## src/rtl/fir_poly_sched.sv

```systemverilog
// fir_poly_sched: sequencer for a polyphase decimating FIR on one shared DSP.
// Ports:
//   clk, rst_n              clock, async active-low reset
//   din_valid / din_ready   sample strobe / controller idle
//   mac_en, tap_addr        MAC operand valid, tap index in bank
//   coef_addr, dsp_acc      coefficient ROM address, 0=load 1=accumulate
//   phase                   phase of current sample
//   capture, dout_valid     output register load, decimated output valid
//   overrun, overrun_clr    sticky dropped-sample flag and its clear
module fir_poly_sched #(
    parameter int N_TAPS   = 120,
    parameter int M        = 20,
    parameter int BANK_LEN = 6,
    parameter int DSP_LAT  = 3,
    localparam int M_LOG2  = (M > 1) ? $clog2(M) : 1,
    localparam int BL_LOG2 = (BANK_LEN > 1) ? $clog2(BANK_LEN) : 1,
    localparam int NT_LOG2 = (N_TAPS > 1) ? $clog2(N_TAPS) : 1
) (
    input  logic               clk,
    input  logic               rst_n,
    input  logic               din_valid,
    output logic               din_ready,
    output logic               mac_en,
    output logic [BL_LOG2-1:0] tap_addr,
    output logic [NT_LOG2-1:0] coef_addr,
    output logic               dsp_acc,
    output logic [M_LOG2-1:0]  phase,
    output logic               capture,
    output logic               dout_valid,
    output logic               overrun,
    input  logic               overrun_clr
);

    localparam int WL_W = (DSP_LAT > 1) ? $clog2(DSP_LAT) : 1;

    localparam logic [BL_LOG2-1:0] LAST_TAP = BL_LOG2'(BANK_LEN - 1);
    localparam logic [M_LOG2-1:0]  LAST_PH  = M_LOG2'(M - 1);
    localparam logic [WL_W-1:0]    LAST_W   = WL_W'(DSP_LAT - 1);
    localparam logic [NT_LOG2-1:0] BASE_INC = NT_LOG2'(BANK_LEN);

    typedef enum logic [1:0] {
        S_IDLE,
        S_MAC,
        S_WAIT,
        S_CAPTURE
    } state_t;

    state_t               state_q, state_d;
    logic [BL_LOG2-1:0]   tap_q, tap_d;
    logic [NT_LOG2-1:0]   base_q, base_d;
    logic [M_LOG2-1:0]    phase_q, phase_d;
    logic [WL_W-1:0]      wait_q, wait_d;
    logic                 ready_q, mac_en_q, acc_q;
    logic                 capture_q, dout_valid_q, overrun_q;
    logic                 ovr_set;

    always_comb begin
        state_d = state_q;
        tap_d   = tap_q;
        base_d  = base_q;
        phase_d = phase_q;
        wait_d  = wait_q;
        unique case (state_q)
            S_IDLE: begin
                if (din_valid) begin
                    state_d = S_MAC;
                    tap_d   = '0;
                end
            end
            S_MAC: begin
                if (tap_q == LAST_TAP) begin
                    tap_d = '0;
                    if (phase_q == LAST_PH) begin
                        state_d = S_WAIT;
                        wait_d  = '0;
                    end else begin
                        state_d = S_IDLE;
                        phase_d = phase_q + 1'b1;
                        base_d  = base_q + BASE_INC;
                    end
                end else begin
                    tap_d = tap_q + 1'b1;
                end
            end
            S_WAIT: begin
                if (wait_q == LAST_W) begin
                    state_d = S_CAPTURE;
                end else begin
                    wait_d = wait_q + 1'b1;
                end
            end
            S_CAPTURE: begin
                state_d = S_IDLE;
                phase_d = '0;
                base_d  = '0;
            end
            default: state_d = S_IDLE;
        endcase
    end

    // A sample seen while not idle is dropped; set wins over clear.
    assign ovr_set = din_valid && (state_q != S_IDLE);

    always_ff @(posedge clk or negedge rst_n) begin
        if (!rst_n) begin
            state_q      <= S_IDLE;
            tap_q        <= '0;
            base_q       <= '0;
            phase_q      <= '0;
            wait_q       <= '0;
            ready_q      <= 1'b1;
            mac_en_q     <= 1'b0;
            acc_q        <= 1'b0;
            capture_q    <= 1'b0;
            dout_valid_q <= 1'b0;
            overrun_q    <= 1'b0;
        end else begin
            state_q      <= state_d;
            tap_q        <= tap_d;
            base_q       <= base_d;
            phase_q      <= phase_d;
            wait_q       <= wait_d;
            ready_q      <= (state_d == S_IDLE);
            mac_en_q     <= (state_d == S_MAC);
            // Only the first MAC of phase 0 loads, clearing the accumulator.
            acc_q        <= (state_d == S_MAC) &&
                            !((state_q == S_IDLE) && (phase_q == '0));
            capture_q    <= (state_d == S_CAPTURE);
            dout_valid_q <= capture_q;
            overrun_q    <= ovr_set || (overrun_q && !overrun_clr);
        end
    end

    assign din_ready  = ready_q;
    assign mac_en     = mac_en_q;
    assign tap_addr   = tap_q;
    assign dsp_acc    = acc_q;
    assign phase      = phase_q;
    assign capture    = capture_q;
    assign dout_valid = dout_valid_q;
    assign overrun    = overrun_q;
    // Base register stands in for phase*BANK_LEN; forced to 0 outside MAC.
    assign coef_addr  = mac_en_q ? (base_q + NT_LOG2'(tap_q)) : '0;

endmodule

```

## config.mk

```make
export PLATFORM = sky130hd
export DESIGN_NAME = fir_poly_sched
export DESIGN_NICKNAME = d
export VERILOG_FILES = /design/src/rtl/fir_poly_sched.sv
export SDC_FILE = /design/constraint.sdc
export NUM_CORES = 1
export LEC_CHECK = 0
export ABC_AREA = 1
export CAP_MARGIN = 40
export CORE_ASPECT_RATIO = 0.8
export CORE_MARGIN = 8
export CORE_UTILIZATION = 45
export CTS_CLUSTER_DIAMETER = 100
export DETAILED_ROUTE_END_ITERATION = 8
export GPL_TIMING_DRIVEN = 0
export PLACE_DENSITY = 0.8
export SYNTH_ARGS = -nofsm -noshare
export SYNTH_HDL_FRONTEND = slang
export SYNTH_SLANG_ARGS = --single-unit
export TNS_END_PERCENT = 10
```

## constraint.sdc

```tcl
create_clock -name clk -period 4.5 [get_ports clk]
set_input_delay 1.35 -clock clk [delete_from_list [all_inputs] [get_ports clk]]
set_output_delay 1.35 -clock clk [all_outputs]
set_load 0.005 [all_outputs]
```

# After elaboration in Yosys (flattened, before gate mapping)
# Index checks and enable logic that the tools add are counted.
[totals] ff_bits=25 input_bits=4 out_inout_bits=21
[op_classes] addsub=5 eq_ne=13 mux=19 reduce_logical=17
[ops] operator="two-way mux 7 bit" n=3
[ops] operator="two-way mux 2 bit" n=7
[ops] operator="case mux 7 bit (2 select lines)" n=1
[ops] operator="two-way mux 5 bit" n=2
[ops] operator="!= test 2 bit (second input constant)" n=5
[ops] operator="case mux 5 bit (2 select lines)" n=1
[ops] operator="equality test 2 bit (second input constant)" n=4
[ops] operator="case mux 2 bit (4 select lines)" n=1
[ops] operator="nonzero test 2 bit" n=4
[ops] operator="adder 7 x 3 -> 7 bit" n=1
[ops] operator="adder 7 x 3 -> 7 bit (second input constant)" n=1
[ops] operator="two-way mux 3 bit" n=2
[ops] operator="case mux 3 bit (2 select lines)" n=1
[ops] operator="adder 5 x 1 -> 5 bit (second input constant)" n=1
[ops] operator="equality test 5 bit (second input constant)" n=1
[ops] operator="logical NOT 5 bit" n=1
[ops] operator="equality test 2 x 1 -> 1 bit (second input constant)" n=2
[ops] operator="logical AND 1 bit" n=4
[ops] operator="logical NOT 2 bit" n=2
[ops] operator="case mux 2 bit (2 select lines)" n=1
[ops] operator="AND reduction 4 bit" n=1
[ops] operator="adder 3 x 1 -> 3 bit (second input constant)" n=1
[ops] operator="equality test 3 bit (second input constant)" n=1
[ops] operator="AND reduction 3 bit" n=1
[ops] operator="other kinds (4)" n=5

# Logic depth before layout (Yosys ltp)
[logic_depth] word_depth=6 depth_mapped=8 depth_no_buf=8

# Worst setup path before layout
# OpenSTA, ideal clock, no wires.
[synth_timing] path_type="reg-to-output" start="register tap_q[1] (netlist: tap_addr[1])" end="output port coef_addr[6]" arrival_ps=1260 t_required_ps=3150 path_slack_ps=1890 path_stages_with_launch=7 path_buffers=0 path_cell_list="dfrtp_1 -> fa_1 -> nand2_1 -> a21oi_1 -> nand3_1 -> nor2_1 -> nor2_1"
[synth_between] elab_chain_len=2
[synth_rtl] item="from (decl)" line_no="49" rtl="logic [BL_LOG2-1:0] tap_q, tap_d;"
[synth_rtl] item="from (signal assigned)" line_no="119" rtl="tap_q <= tap_d;"
[synth_rtl] item="adder 7 x 3 -> 7 bit" line_no="143" rtl="assign coef_addr = mac_en_q ? (base_q + NT_LOG2'(tap_q)) : '0;"
[synth_rtl] item="two-way mux 7 bit" line_no="143"
[synth_rtl] item="to (decl)" line_no="25" rtl="output logic [NT_LOG2-1:0] coef_addr,"
# Every way passes these cells.

# Worst setup path in the final report
[layout_timing] start="register tap_q[2] (netlist: tap_addr[2])" end="output port coef_addr[6]"
# The elaborated chain is that of the path after synthesis.

==> metrics.yaml <==
p_sw_frac: 0.404
clock_sinks: 24
setup_viol_count_final: 0
via_count: 1148
final.min_clock_period_ns: 3.47
critPathMaxFanout: 4
final_cell_mix: "44 x nand2_1, 24 x inv_1, 24 x clkdlybuf4s50_1"
cellPowerDensity_nw_per_um2: 681
synth_nets: 185
drt-total-wl_mm: 2.69
critPathSlowestCell: "clkdlybuf4s50_1"
drc: 0
antenna_found_initial: 0
fin_worst_skew_ns: 0.00381
area_growth_pct: 26.8
rows: 18
power_frac_comb: 0.563
hold_violations: 0
syn_inst: 174
wire_per_inst_um: 11.1
ctsHoldBuffers: 0
final_core_util: 0.585
grt_overflow: 0
pwr-share-seq: 0.317
required_ns: 3.15
rsz0062_at_grt: "false"
start_util: 0.461
dr.first_iter.drc_count: 55
cts_buffers: 3
power_frac_clock: 0.120
internal_power_mw: 0.717
cts_tree: "yes"
cp-start-kind: "flop"
max-cap-violations: 0
synth_cell_types: 26
worstSetupPathType: "flop to output port"
grt_pass1_vias: 1120
switchingPower_mw: 0.485
grt_start_max_net_pins: 17
synthesis.area_um2: 1390
post_cts_buffers: 0
antenna_cells: 0
ant_nets: 0
core_area_um2: 3020
synth_area_per_cell_um2: 8.00
cpMostUsedCell: "nand2_1"
fmax_mhz: 288
drive_gt1_frac: 0.0936
timing.final.crit_share: 0.771
grt_usage: 0.116
power.leakage_nw: 0.884
r2r_slack_ns: 3.08
synth_warnings: 0
critPathTopFamily: "buffers and inverters"
io_pins: 25
clockRootBuffer: "clkbuf_8"
fin_nets: 215
status: "completed"
clkTransAtPathRegs_ns: 0.08
grt_pass1_wl_mm: 4.91
die_y_um: 65.8
gp_congestion: 0.831
crit_path_max_incr_delay_ns: 0.50
peakVddDrop_uv: 386
path_cells: "ha_1 -> nand2_1 -> a21oi_1 -> nand3_1 -> nand2_1 -> nand2_1 -> nor2_1 -> clkdlybuf4s50_1"
cts_resized: 0
io_buffers: 24
die_x_um: 78.2
clockBufferDepth: 2
end_kind: "output port"
cp.buffers_inverters: 1
hold_class: "flop to flop"
clock_latency_ns: 0.26
viasPerCell: 4.72
die-area_um2: 5140
layout_commonest_cell: "nand2_1"
synth-seq-cells: 24
cts_max_level: 1
drv_slew: 0
cp.arrival_ns: 2.12
ys_seq_area_frac: 0.432
place_hpwl_mm: 2.08
tns_ns: 0
drt_pass1_iterations: 6
-- registers in the layout, summed over array words and instances, names as in the netlist, 2 cells and up --
name / cells
base_q: 6
state_q: 2
phase: 5
wait_q: 2
tap_addr: 3
-- cells by family after synthesis --
group	Yosys count	share of synthesized area
and+or+nand+nor	83	0.270
AOI/OAI and AO/OA	26	0.102
DFF	24	0.432
adders and majority gates	7	0.0683
buffers and inverters	28	0.0934
other	1	0.00269
xor gates and xnor gates	5	0.0314
-- final timing paths --
path                                   from      endpoint  cells past startpoint
worst min register to register      capture    dout_valid                      0
min in group asynchronous             rst_n     wait_q[1]                      1
worst max register to register     phase[0]      phase[2]                      8
worst min-delay path                capture    dout_valid                      0
worst max-delay path            tap_addr[2]  coef_addr[6]                      8
max in group asynchronous             rst_n      phase[0]                      2
-- worst register-to-register path: cells and delay by family (launching register included) --
kind | cells | cell delay, ns
DFF | 1 | 0.43
adders and majority gates | 1 | 0.26
and+or+nand+nor | 6 | 0.61
buffers and inverters | 1 | 0.06
-- cell type report --
type | count | area (µm²)
Fill cell | 280 | 1250
Inverter | 25 | 93.8
Sequential cell | 24 | 602
Multi-Input combinational cell | 122 | 661
Tap cell | 40 | 50.0
Clock buffer | 4 | 55.1
Timing Repair Buffer | 25 | 268
Buffer | 3 | 36.3
-- layer usage --
metal  track usage  part of all wire
met3        0.0463             0.065
met4        0.0207            0.0052
met1         0.149              0.50
met5             0                 0
met2         0.183              0.43
-- synth_stat cells, drive strengths merged --
cell type | count | area share
a21oi | 6 | 0.022
a31oi | 1 | 0.0045
buf | 3 | 0.026
conb | 1 | 0.0027
dfrtp | 23 | 0.41
dfstp | 1 | 0.019
fa | 1 | 0.014
ha | 6 | 0.054
inv | 25 | 0.067
nand2 | 46 | 0.13
nand3 | 13 | 0.065
nor2 | 22 | 0.070
nor3 | 1 | 0.0036
o21ai | 18 | 0.070
o21bai | 1 | 0.0054
or2 | 1 | 0.0045
xnor2 | 1 | 0.0063
xor2 | 4 | 0.025
-- power by group through the flow --
stage / combinational, mW / clock, mW / sequential, mW
after floorplan: 0.416 / 0 / 0.374
after global placement: 0.663 / 0 / 0.384
after detailed placement: 0.680 / 0 / 0.386
after CTS: 0.688 / 0.149 / 0.382
after global routing: 0.779 / 0.161 / 0.396
final: 0.677 / 0.144 / 0.381
-- through the flow --
stage	total power [mW]	cells	hold WS (ns)	area, µm²	setup slack (ns)
finish	1.20	243	0.371	1770	1.03
global route	1.34	243	0.387	1770	0.857
CTS	1.22	243	0.381	1770	1.02
detailed placement	1.07	239	0.363	1710	1.32
global placement	1.05	238	0.356	1680	1.35
floorplan	0.790	174	0.376	1390	1.89
(Power assumes the default switching activity.)
